--- src/rtl/knight_tour_solver.sv ---
// knight_tour_solver: depth-first backtracking search for a knight's tour
// on a 5x5 board. Candidate moves are tried lowest bit first, so the tour is
// deterministic for a given start square. The 24 moves taken are held in
// mv[] and read combinationally by the downstream command converter.
module knight_tour_solver (
  input  logic       clk,
  input  logic       rst_n,
  input  logic       go,
  input  logic [2:0] x_start,
  input  logic [2:0] y_start,
  input  logic [4:0] indx,
  output logic [7:0] move,
  output logic       busy,
  output logic       done,
  output logic       fail
);

  typedef enum logic [2:0] {
    IDLE, INIT, POSSIBLE, MAKE_MOVE, BACKUP, DONE, FAIL
  } state_t;

  state_t      state;
  logic [24:0] visited;
  logic [2:0]  x, y;
  logic [2:0]  x0, y0;
  logic [4:0]  lvl;
  logic [7:0]  rem [24];
  logic [7:0]  mv  [24];

  logic [7:0]        cur_rem, pick, back_mv;
  logic signed [3:0] nx, ny, px, py;
  logic [4:0]        lvl_m1;
  logic              unused_sign;

  // Column offset of a one-hot move code.
  function automatic logic signed [3:0] off_x(input logic [7:0] b);
    case (b)
      8'h01:   off_x = -4'sd1;
      8'h02:   off_x =  4'sd1;
      8'h04:   off_x = -4'sd2;
      8'h08:   off_x = -4'sd2;
      8'h10:   off_x = -4'sd1;
      8'h20:   off_x =  4'sd1;
      8'h40:   off_x =  4'sd2;
      8'h80:   off_x =  4'sd2;
      default: off_x =  4'sd0;
    endcase
  endfunction

  // Row offset of a one-hot move code (north is +y).
  function automatic logic signed [3:0] off_y(input logic [7:0] b);
    case (b)
      8'h01:   off_y =  4'sd2;
      8'h02:   off_y =  4'sd2;
      8'h04:   off_y =  4'sd1;
      8'h08:   off_y = -4'sd1;
      8'h10:   off_y = -4'sd2;
      8'h20:   off_y = -4'sd2;
      8'h40:   off_y = -4'sd1;
      8'h80:   off_y =  4'sd1;
      default: off_y =  4'sd0;
    endcase
  endfunction

  // Linear square number, row-major from the south-west corner.
  function automatic logic [4:0] sq(input logic [2:0] cx, input logic [2:0] cy);
    sq = {2'b00, cy} * 5'd5 + {2'b00, cx};
  endfunction

  // Moves from (cx, cy) that stay on the board and land on an unvisited square.
  function automatic logic [7:0] legal_moves(input logic [2:0] cx, input logic [2:0] cy,
                                             input logic [24:0] vis);
    logic signed [3:0] tx, ty;
    logic [7:0]        b;
    legal_moves = '0;
    for (int k = 0; k < 8; k++) begin
      b  = 8'd1 << k;
      tx = $signed({1'b0, cx}) + off_x(b);
      ty = $signed({1'b0, cy}) + off_y(b);
      if (tx >= 4'sd0 && tx <= 4'sd4 && ty >= 4'sd0 && ty <= 4'sd4) begin
        if (!vis[sq(tx[2:0], ty[2:0])]) legal_moves[k] = 1'b1;
      end
    end
  endfunction

  // Next-step arithmetic: lowest untried move forward, last move undone backward.
  always_comb begin
    lvl_m1  = lvl - 5'd1;
    cur_rem = rem[lvl];
    pick    = cur_rem & (~cur_rem + 8'd1);
    back_mv = mv[lvl_m1];
    nx      = $signed({1'b0, x}) + off_x(pick);
    ny      = $signed({1'b0, y}) + off_y(pick);
    px      = $signed({1'b0, x}) - off_x(back_mv);
    py      = $signed({1'b0, y}) - off_y(back_mv);
  end

  // Sign bits are dropped once the on-board check has already passed.
  assign unused_sign = ^{nx[3], ny[3], px[3], py[3]};

  // Downstream read port; indices past the last move read as no move.
  assign move = (indx < 5'd24) ? mv[indx] : 8'd0;

  // Search controller with registered status flags.
  always_ff @(posedge clk or negedge rst_n) begin
    if (!rst_n) begin
      state   <= IDLE;
      busy    <= 1'b0;
      done    <= 1'b0;
      fail    <= 1'b0;
      visited <= '0;
      x       <= '0;
      y       <= '0;
      x0      <= '0;
      y0      <= '0;
      lvl     <= '0;
      for (int i = 0; i < 24; i++) begin
        rem[i] <= '0;
        mv[i]  <= '0;
      end
    end else begin
      case (state)
        IDLE, DONE, FAIL: begin
          if (go) begin
            x0   <= x_start;
            y0   <= y_start;
            done <= 1'b0;
            fail <= 1'b0;
            if (x_start > 3'd4 || y_start > 3'd4 || (x_start[0] ^ y_start[0])) begin
              state <= FAIL;
              fail  <= 1'b1;
            end else begin
              state <= INIT;
              busy  <= 1'b1;
            end
          end
        end
        INIT: begin
          visited <= 25'd1 << sq(x0, y0);
          x       <= x0;
          y       <= y0;
          lvl     <= '0;
          for (int i = 0; i < 24; i++) mv[i] <= '0;
          state   <= POSSIBLE;
        end
        POSSIBLE: begin
          rem[lvl] <= legal_moves(x, y, visited);
          state    <= MAKE_MOVE;
        end
        MAKE_MOVE: begin
          if (cur_rem != 8'd0) begin
            rem[lvl] <= cur_rem & ~pick;
            mv[lvl]  <= pick;
            x        <= nx[2:0];
            y        <= ny[2:0];
            visited  <= visited | (25'd1 << sq(nx[2:0], ny[2:0]));
            lvl      <= lvl + 5'd1;
            if (lvl == 5'd23) begin
              state <= DONE;
              done  <= 1'b1;
              busy  <= 1'b0;
            end else begin
              state <= POSSIBLE;
            end
          end else begin
            state <= BACKUP;
          end
        end
        BACKUP: begin
          if (lvl == 5'd0) begin
            state <= FAIL;
            fail  <= 1'b1;
            busy  <= 1'b0;
          end else begin
            visited <= visited & ~(25'd1 << sq(x, y));
            lvl     <= lvl_m1;
            x       <= px[2:0];
            y       <= py[2:0];
            state   <= MAKE_MOVE;
          end
        end
        default: state <= IDLE;
      endcase
    end
  end

endmodule

--- config.mk ---
export PLATFORM = sky130hd
export DESIGN_NAME = knight_tour_solver
export DESIGN_NICKNAME = d
export VERILOG_FILES = /design/src/rtl/knight_tour_solver.sv
export SDC_FILE = /design/constraint.sdc
export NUM_CORES = 1
export LEC_CHECK = 0
export BUFFER_PORTS_ARGS = -buffer_cell sky130_fd_sc_hd__buf_4
export CAP_MARGIN = 5
export CELL_PAD_IN_SITES_DETAIL_PLACEMENT = 1
export CELL_PAD_IN_SITES_GLOBAL_PLACEMENT = 1
export CORE_MARGIN = 5
export CORE_UTILIZATION = 52
export CTS_CLUSTER_SIZE = 24
export DETAILED_ROUTE_END_ITERATION = 16
export PLACE_DENSITY_LB_ADDON = 0.25
export SETUP_SLACK_MARGIN = 0.15
export SLEW_MARGIN = 20
export SYNTH_ARGS = -nofsm -noshare
export SYNTH_HDL_FRONTEND = slang
export SYNTH_SLANG_ARGS = --single-unit
--- constraint.sdc ---
create_clock -name clk -period 15.05 [get_ports clk]
set_clock_uncertainty 0.05 [all_clocks]
set_input_delay 0.7525 -clock clk [delete_from_list [all_inputs] [get_ports clk]]
set_output_delay 0.7525 -clock clk [all_outputs]
set_load 0.02 [all_outputs]
==> metrics.md <==
| Metric | Value |
|---|---|
| Layout cells sized above 1 | `0.2185` |
| Most frequent cell after synthesis | `dfrtp_1` |
| Synthesis Warnings | `0` |
| Post-Syn Area per Cell | `around 12 um2` |
| Final Hold Viols | `0` |
| Pin slew with the least headroom to its limit | `1189 ps` |
| Most instantiated cells after synthesis | `dfrtp_1, nand2_1, nor2_1, a22o_1, mux4_2` |
| Peak Freq | `approximately 130 MHz` |
| Die area | `roughly 0.055 mm2` |
| Top cells by area, synth | `dfrtp_1, mux4_2, mux2_4` |
| Area grow syn2layout | `8.921%` |
| DRT iter0 DRCs | `2002` |
| IO buf count | `24` |
| First-pass GRT wire length | `roughly 140000 um` |
| Placement Cell Area | `between 0.02 and 0.03 mm2` |
| FF/Latch Area | `0.01082 mm2` |
| Setup CP Type | `flip-flop to flip-flop` |
| Htree depth | `2` |
| Clk sinks | `around 430` |
| Wire length per cell | `~30 um` |
| Endpoints failing setup | `0` |
| MaxCap Viol Count | `0` |
| Routed Antenna Nets | `0` |
| CTS buffer count | `49` |
| Crit share post-route | `0.5020` |
| EDFF count, synth | `0` |
| Tmin final | `between 7000 and 8000 ps` |
| Worst Path Max Fanout | `between 50 and 60` |
| Clock Latency Late Sink | `between 600 and 700 ps` |
| Post-Syn Instances | `~2300` |
| RSZ-0062 raised after global routing | `no` |
| Startpoint type of the worst setup path | `flip-flop` |
| Clock Tree Root | `clkbuf_16` |
| Multi-input gate area | `around 0.015 mm2` |
| Core ar. | `just over 0.05 mm2` |
| Worst Setup End Kind | `flip-flop` |
| Worst reg-to-reg path cell count | `23` |
| Slew HR | `0.2073` |
| Hold crit path type | `input pin to asynchronous set/reset pin` |
| Post-Syn Nets | `around 2400` |
| Number of global-route vias before repair | `21930` |
| Final wirelength | `between 80000 and 90000 um` |
| Setup TNS | `0 ps` |
| Drt pass-1 iters | `5` |
| CTS tree | `done` |
| Gr ovfl total | `0` |
| FILL cells | `5227` |
| Post-synth top area share | `0.4089` |
| Main synth FF type | `dfrtp_1` |
| GRT Util Overall | `0.3170` |
| Synthesized flop and latch total | `around 430` |
| Slew Limit Fails | `0` |
| Initial antenna violation count | `3` |
| Fin area | `around 0.029 mm2` |
| I/O Pins | `25` |
| Critical Path AT | `about 8000 ps` |
| Yosys top cell by area | `dfrtp_1` |
| Sequential share of the synthesized area | `0.4089` |
| Post-route DRC violation count | `0` |
| Run status | `finished, final reports clean` |
| Post-cts sizing count | `0` |
| Max Root-Sink Buffers | `3` |
| Largest net degree at the start of global routing | `between 150 and 200` |
| Starting Density | `0.5259` |
| DR vias | `20520` |
| FFs w/ async S/R, synth | `1.000` |
| Netlist cell types | `82` |
| Vias per inst | `a little under 7` |
| Postcts setup bufs | `0` |
| Mapped cell area | `0.02644 mm2` |
| Worst path required time | `15520 ps` |
| Die extent in x | `235.5 um` |
| Cell Rows | `82` |
| Die span in y | `roughly 240 um` |
| Detail Placement HPWL | `around 60000 um` |
| Gp weighted congestion | `~0.92` |
| Reg clk slew, reported paths | `about 60 ps` |
| # nets final | `2350` |
| Hold_buf cts | `0` |
[cell type report]
type	count	share of cell area
inverter	46	0.005996
timing repair buffer	55	0.01516
clock inverter	16	0.008255
tap	672	0.02920
multi-input combinational	1670	0.5154
sequential	432	0.3756
antenna	1	0.00008690
clock buffer	74	0.05036
[flip-flops by register name, summed over array words and instances (netlist names)]
register  cells
x0            3
visited      25
mv          192
y             3
y0            3
x             3
lvl           5
state         3
rem         192
fail          1
done          1
busy          1
[placed cells by master (no fill, tap or decap), drive strengths merged, types with 22 or more instances in the layout]
master	instances
dfrtp	432
nand2	232
nor2	188
mux2	157
mux4	139
a22o	139
o21ai	128
a21oi	116
mux2i	83
clkbuf	74
ha	71
buf	55
nand3	53
inv	48
xnor2	34
a32oi	32
a22oi	25
xor2	25
nor3	23
o22ai	22
[critical path, cell delays in order (launching register included)]
cell and delay (ps):
dfrtp_4 620, buf_4 840, mux4_2 620, mux2i_1 280
o221ai_1 390, nor2_1 400, nand2_1 150, or3_1 350
nand2b_1 220, nand4_1 130, ha_1 170, fa_1 190
xnor2_1 140, xnor2_1 380, ha_1 320, ha_1 330
ha_1 300, a21o_1 150, a21oi_1 160, xnor2_1 190
xnor3_1 390, nor2_1 340, a211oi_1 130, nor2_1 130
[worst paths after layout]
path | startpoint | end | slack, ps
setup reg to reg | lvl[0] | visited[6] | 7500
max in group asynchronous | rst_n | rem[95] | 12620
hold reg to reg | done | done | 450
setup / recovery | lvl[0] | visited[6] | 7500
hold / removal | rst_n | mv[4] | 130
min in group clk | y_start[1] | y0[1] | 340
[layer usage]
metal | vias to the layer above | routed length [um] | global-route usage
met2 | 933 | 42920 | 0.5165
met1 | 10800 | 35930 | 0.4244
li1 | 8537 | - | -
met4 | 0 | 4524 | 0.1334
met3 | 248 | 6037 | 0.05307
met5 | - | 0 | 0
[through the flow]
step | setup slack (ps) | instances | hold slack (ps) | utilization
2_1_floorplan | 9498 | 2292 | 406.9 | -
3_3_place_gp | 8038 | 2875 | 423.1 | 0.5387
3_5_place_dp | 7722 | 2875 | 429.9 | 0.5388
4_1_cts | 7617 | 2965 | 159.7 | 0.5723
5_1_grt | 7101 | 2965 | 183.0 | 0.5727
6_report | 7495 | 2966 | 133.4 | 0.5728
[logic make-up after synthesis]
kind of cell | after synthesis | share of synthesized area
xor gates and xnor gates | 60 | 0.02068
muxes | 379 | 0.2337
DFF | 432 | 0.4089
buffers and inverters | 190 | 0.03341
adders and majority gates | 82 | 0.04193
and+or+nand+nor | 582 | 0.1098
AOI/OAI and AO/OA | 567 | 0.1515
Power is not shown: default switching activity piles up to over one toggle a cycle in this logic, so the estimate is an artifact.
